$ cat config.mk
export PLATFORM = sky130hd
export DESIGN_NAME = dpram_block_reader
export DESIGN_NICKNAME = d
export VERILOG_FILES = /design/src/rtl/dpram_block_reader_pkg.sv /design/src/rtl/dpram_reader_skid_buf.sv /design/src/rtl/dpram_block_reader.sv
export SDC_FILE = /design/constraint.sdc
export NUM_CORES = 1
export LEC_CHECK = 0
export BUFFER_PORTS_ARGS = -buffer_cell sky130_fd_sc_hd__buf_2
export CAP_MARGIN = 20
export CORE_ASPECT_RATIO = 1.1
export CORE_MARGIN = 2
export CORE_UTILIZATION = 49
export CTS_CLUSTER_DIAMETER = 100
export CTS_CLUSTER_SIZE = 8
export DETAILED_ROUTE_END_ITERATION = 6
export PLACE_DENSITY_LB_ADDON = 0.2
export SYNTH_ARGS = -nofsm -noshare
export SYNTH_HDL_FRONTEND = slang
export SYNTH_SLANG_ARGS = --single-unit
$ cat constraint.sdc
create_clock -name clk -period 6.1 [get_ports clk]
set_clock_uncertainty 0.05 [all_clocks]
set_input_delay 0.305 -clock clk [delete_from_list [all_inputs] [get_ports clk]]
set_output_delay 0.305 -clock clk [all_outputs]
set_load 0.01 [all_outputs]
$ cat src/rtl/dpram_block_reader_pkg.sv
// Shared types and constants for the dual-port RAM block reader.
// FSM state encoding and read-buffer depth.
package dpram_block_reader_pkg;

  typedef enum logic [1:0] {
    IDLE   = 2'd0,
    READ   = 2'd1,
    DRAIN  = 2'd2,
    FINISH = 2'd3
  } state_t;

  localparam logic [2:0] BUF_DEPTH = 3'd2;

endpackage

$ cat src/rtl/dpram_reader_skid_buf.sv
// Two-entry FIFO of {last, data} absorbing the RAM read latency.
// Entry 0 is the registered head; flush empties it in one cycle.
module dpram_reader_skid_buf
  import dpram_block_reader_pkg::*;
#(
  parameter int WIDTH = 33
) (
  input  logic             clk,
  input  logic             reset,
  input  logic             flush,
  input  logic             push,
  input  logic [WIDTH-1:0] din,
  input  logic             pop,
  output logic [WIDTH-1:0] head,
  output logic [1:0]       count
);

  logic [WIDTH-1:0] e0;
  logic [WIDTH-1:0] e1;
  logic [1:0]       cnt;

  assign head  = e0;
  assign count = cnt;

  // Shift-style storage: e0 is always the oldest entry.
  always_ff @(posedge clk) begin
    if (reset) begin
      e0  <= '0;
      e1  <= '0;
      cnt <= 2'd0;
    end else if (flush) begin
      cnt <= 2'd0;
    end else begin
      case ({push, pop})
        2'b10: begin
          if (cnt == 2'd0) e0 <= din;
          else             e1 <= din;
          cnt <= cnt + 2'd1;
        end
        2'b01: begin
          e0  <= e1;
          cnt <= cnt - 2'd1;
        end
        2'b11: begin
          if (cnt < BUF_DEPTH[1:0]) begin
            e0 <= din;
          end else begin
            e0 <= e1;
            e1 <= din;
          end
        end
        default: ;
      endcase
    end
  end

endmodule

$ cat src/rtl/dpram_block_reader.sv
// Block reader: streams LENGTH words from a 1-cycle-latency RAM.
// Define DPRAM_BLOCK_READER_ABORT_EN to add the abort input.
module dpram_block_reader
  import dpram_block_reader_pkg::*;
#(
  parameter int ADDR_WIDTH = 5,
  parameter int DATA_WIDTH = 32
) (
  input  logic                  clk,
  input  logic                  reset,
`ifdef DPRAM_BLOCK_READER_ABORT_EN
  input  logic                  abort,
`endif
  input  logic                  start,
  input  logic [ADDR_WIDTH-1:0] start_addr,
  input  logic [ADDR_WIDTH:0]   length,
  output logic                  busy,
  output logic                  done,
  output logic [ADDR_WIDTH-1:0] ram_raddr,
  input  logic [DATA_WIDTH-1:0] ram_dout,
  output logic                  m_valid,
  input  logic                  m_ready,
  output logic [DATA_WIDTH-1:0] m_data,
  output logic                  m_last
);

  localparam logic [ADDR_WIDTH-1:0] A_ONE = ADDR_WIDTH'(1);
  localparam logic [ADDR_WIDTH:0]   N_ONE = (ADDR_WIDTH + 1)'(1);

  state_t                state;
  state_t                state_nxt;
  logic [ADDR_WIDTH-1:0] addr_q;
  logic [ADDR_WIDTH:0]   remain_q;
  logic                  inflight_q;
  logic                  inflight_last_q;
  logic                  issue;
  logic                  pop;
  logic                  kill;
  logic [1:0]            count;
  logic [2:0]            occ;
  logic [DATA_WIDTH:0]   head;
  logic                  head_last;

`ifdef DPRAM_BLOCK_READER_ABORT_EN
  assign kill = abort & busy;
`else
  assign kill = 1'b0;
`endif

  assign busy      = (state == READ) || (state == DRAIN);
  assign done      = (state == FINISH);
  assign ram_raddr = addr_q;
  assign m_valid   = (count != 2'd0);
  assign head_last = head[DATA_WIDTH];
  assign m_data    = head[DATA_WIDTH-1:0];
  assign m_last    = head_last & m_valid;
  assign pop       = m_valid & m_ready;

  // Slots committed after this cycle: buffered + landing - leaving.
  assign occ = {1'b0, count}
             + {2'b00, inflight_q}
             - {2'b00, pop};

  // Next state and read-issue decision.
  // A zero-length block spends one busy cycle in READ before FINISH.
  always_comb begin
    state_nxt = state;
    issue     = 1'b0;
    unique case (state)
      IDLE: begin
        if (start) state_nxt = READ;
      end
      READ: begin
        if (remain_q == '0) begin
          state_nxt = FINISH;
        end else if (occ < BUF_DEPTH) begin
          issue = 1'b1;
          if (remain_q == N_ONE) state_nxt = DRAIN;
        end
      end
      DRAIN: begin
        if (pop && m_last) state_nxt = FINISH;
      end
      FINISH: begin
        state_nxt = IDLE;
      end
    endcase
    if (kill) begin
      state_nxt = FINISH;
      issue     = 1'b0;
    end
  end

  // State register.
  always_ff @(posedge clk) begin
    if (reset) state <= IDLE;
    else       state <= state_nxt;
  end

  // Address counter and words-left-to-issue counter.
  always_ff @(posedge clk) begin
    if (reset) begin
      addr_q   <= '0;
      remain_q <= '0;
    end else if (state == IDLE && start) begin
      addr_q   <= start_addr;
      remain_q <= length;
    end else if (issue) begin
      addr_q   <= addr_q + A_ONE;
      remain_q <= remain_q - N_ONE;
    end
  end

  // In-flight flag: ram_dout this cycle answers last cycle's issue.
  always_ff @(posedge clk) begin
    if (reset || kill) begin
      inflight_q      <= 1'b0;
      inflight_last_q <= 1'b0;
    end else begin
      inflight_q      <= issue;
      inflight_last_q <= issue && (remain_q == N_ONE);
    end
  end

  dpram_reader_skid_buf #(
    .WIDTH (DATA_WIDTH + 1)
  ) u_buf (
    .clk   (clk),
    .reset (reset),
    .flush (kill),
    .push  (inflight_q),
    .din   ({inflight_last_q, ram_dout}),
    .pop   (pop),
    .head  (head),
    .count (count)
  );

endmodule

==> results.tsv <==
metric	value	unit
cts_resized	0	
root_buffer	clkbuf_8	
n_fill_cell	714	
drv_cap	0	
cp_max_fo	19	
setup_viol	0	
async_flop_share	0	%
drt_iter0_drc	132	
grt_pass1_vias	2879	
ys_ff_latch	83	
avgSynthCellArea	9.231	um2
insertion_delay	0.34	ns
floorplan.initialDensity	51.07	%
path_cells	nand2_1 > nor2_1 > o21ai_0 > fa_1 > xnor2_2 > o2111ai_4 > or3_1 > a311oi_1	
p_leak	2.039	nW
dieArea	8601	um2
slowest_stage	dfxtp_1	
cts_sinks	83	
drive_above_1_share	26.45	%
wirelength	8026	um
placed_area	4115	um2
maxSlewHeadroom	37.35	%
wl_per_cell	14.08	um
h-tree-depth	3	
grt_first_pass_wirelength	13250	um
grt_max_degree	85	
synthCells	418	
stdcell_area	4325	um2
synthesis.area	3859	um2
die_w	88.61	um
path_delay_family	compound AO/OA/AOI/OAI gates	
synth_cell_types	48	
fin_nets	518	
rsz0062_at_grt	no	
required	6.29	ns
synthTopCellsByArea	dfxtp_1, mux2i_1, nor2_1	
cts-root-to-sink-buffers	2	
tns	0	ns
io_pins	88	
n_antenna_cell	0	
fmax	350.1	MHz
crit_path_start_kind	register	
antenna_found_initial	0	
end_kind	register	
detail-route-antenna-nets	0	
synth_commonest_cells	dfxtp_1, nor2_1, mux2i_1, buf_4	
synth_edf_count	0	
hold_buffers	0	
grt.overflow.total	0	
ir_drop	0.0002136	V
firstDrtPassIters	4	
core_area	7556	um2
synth_top_area_share	43.06	%
cts-buffers-inserted	9	
synth_top_cell_by_area	dfxtp_1	
power_density	454.2	nW/um2
run_status	complete, no violations	
cts_tree	built	
vias	3049	
yosysMostFrequentCell	dfxtp_1	
synthesis.nets	476	
critPathKind	reg -> reg	
area_growth	12.09	%
gp_congestion	0.8468	
hold_class	in -> reg	
hold_viol	0	
min_period	2.856	ns
crit_buf_inv	0	
yosys_warnings	0	
worstPathArrival	3.05	ns
seq_area_frac_synth	43.06	%
tightest_slew	0.9376	ns
drv_slew	0	
row_count	33	
grt_usage	19.05	%
hpwlAfterDp	5046	um
drc	0	
max_stage_delay	0.62	ns
cts_setup_buffers	0	
port_buffers	87	
cts.clk_slew.worst_paths	0.09	ns
chipHeight	97.07	um
synthFlopType	dfxtp_1	
post_drt_via_cell_ratio	5.349	
finalCritPeriodShare	46.83	%
[worst paths after layout]
| path | from | to | slack [ns] | cells past startpoint |
|---|---|---|---|---|
| setup reg to reg | u_buf.count[1]$_SDFFE_PP0P_ | ram_raddr[3]$_SDFFE_PP0P_ | 3.24 | 8 |
| hold reg to reg | u_buf.head[27]$_SDFFE_PP0P_ | u_buf.head[27]$_SDFFE_PP0P_ | 0.44 | 2 |
| setup / recovery | u_buf.count[1]$_SDFFE_PP0P_ | ram_raddr[3]$_SDFFE_PP0P_ | 3.24 | 8 |
| hold / removal | length[1] | remain_q[1]$_SDFFE_PP0P_ | 0.15 | 3 |
[power breakdown]
part / internal (mW) / total [mW] / switching, mW
Combinational: 0.322 / 0.763 / 0.441
Sequential: 0.692 / 0.793 / 0.101
Clock: 0.204 / 0.408 / 0.204
[metrics by stage]
stage / instances / hold slack [ns] / setup slack, ns / utilization, % / power (mW)
after floorplan: 418 / 0.3955 / 3.645 / - / 1.468
after global placement: 553 / 0.4237 / 3.325 / 54.26 / 1.557
after detailed placement: 554 / 0.4262 / 3.232 / 54.46 / 1.578
after CTS: 570 / 0.1355 / 3.187 / 57.24 / 1.993
after global routing: 570 / 0.1371 / 2.972 / 57.24 / 2.120
final: 570 / 0.1467 / 3.244 / 57.24 / 1.964
[metal layers]
layer  vias to the layer above  GRT usage [%]  wire (um)
li1                       1532              -          -
met1                      1449          24.53       3748
met2                        61          31.35       3821
met3                         7          4.163        375
met4                         0          6.177         81
met5                         -              0          0
[worst min-delay path, delay by kind of cell]
kind	cells	cell delay, ns
buffers and inverters	1	0.10
AOI/OAI and AO/OA	1	0.05
and+or+nand+nor	1	0.04
[cells in the final DEF, fill, tap and decap left out, drive strengths merged, types with 2 or more instances in the layout]
cell type	count
and2	2
xnor2	3
a211oi	3
xor2	2
nand2b	2
dfxtp	83
ha	10
nand3	3
a21o	2
a311oi	7
nor2	81
and3	2
or3	9
clkbuf	10
a21oi	5
a21boi	2
nor4	2
a221oi	33
mux2i	35
nor3	33
nor2b	2
clkinv	3
nand4	2
inv	11
buf	92
nand2	6
o21ai	9
[state kept, by name, indices dropped and copies added (netlist names)]
| register | cells |
|---|---|
| u_buf.head | 33 |
| remain_q | 6 |
| inflight_q | 1 |
| u_buf.count | 2 |
| u_buf.e1 | 33 |
| state | 2 |
| ram_raddr | 5 |
| inflight_last_q | 1 |
[area by class of cell]
class / instances / area, um2 / share of cell area (%)
Inverter: 10 / 37.54 / 0.8678
Clock inverter: 6 / 72.57 / 1.678
Sequential cell: 83 / 1662 / 38.41
Timing Repair Buffer: 92 / 480.5 / 11.11
Multi-Input combinational cell: 264 / 1804 / 41.71
Clock buffer: 10 / 137.6 / 3.182
Tap cell: 105 / 131.4 / 3.037
[cells by family after synthesis]
kind of cell / synth area share (%)
DFF: 43.06
adders and majority gates: 3.761
and+or+nand+nor: 17.28
muxes: 9.371
xor gates and xnor gates: 1.330
buffers and inverters: 10.70
AOI/OAI and AO/OA: 14.49
Note: power is estimated with default switching activity, not from simulation.
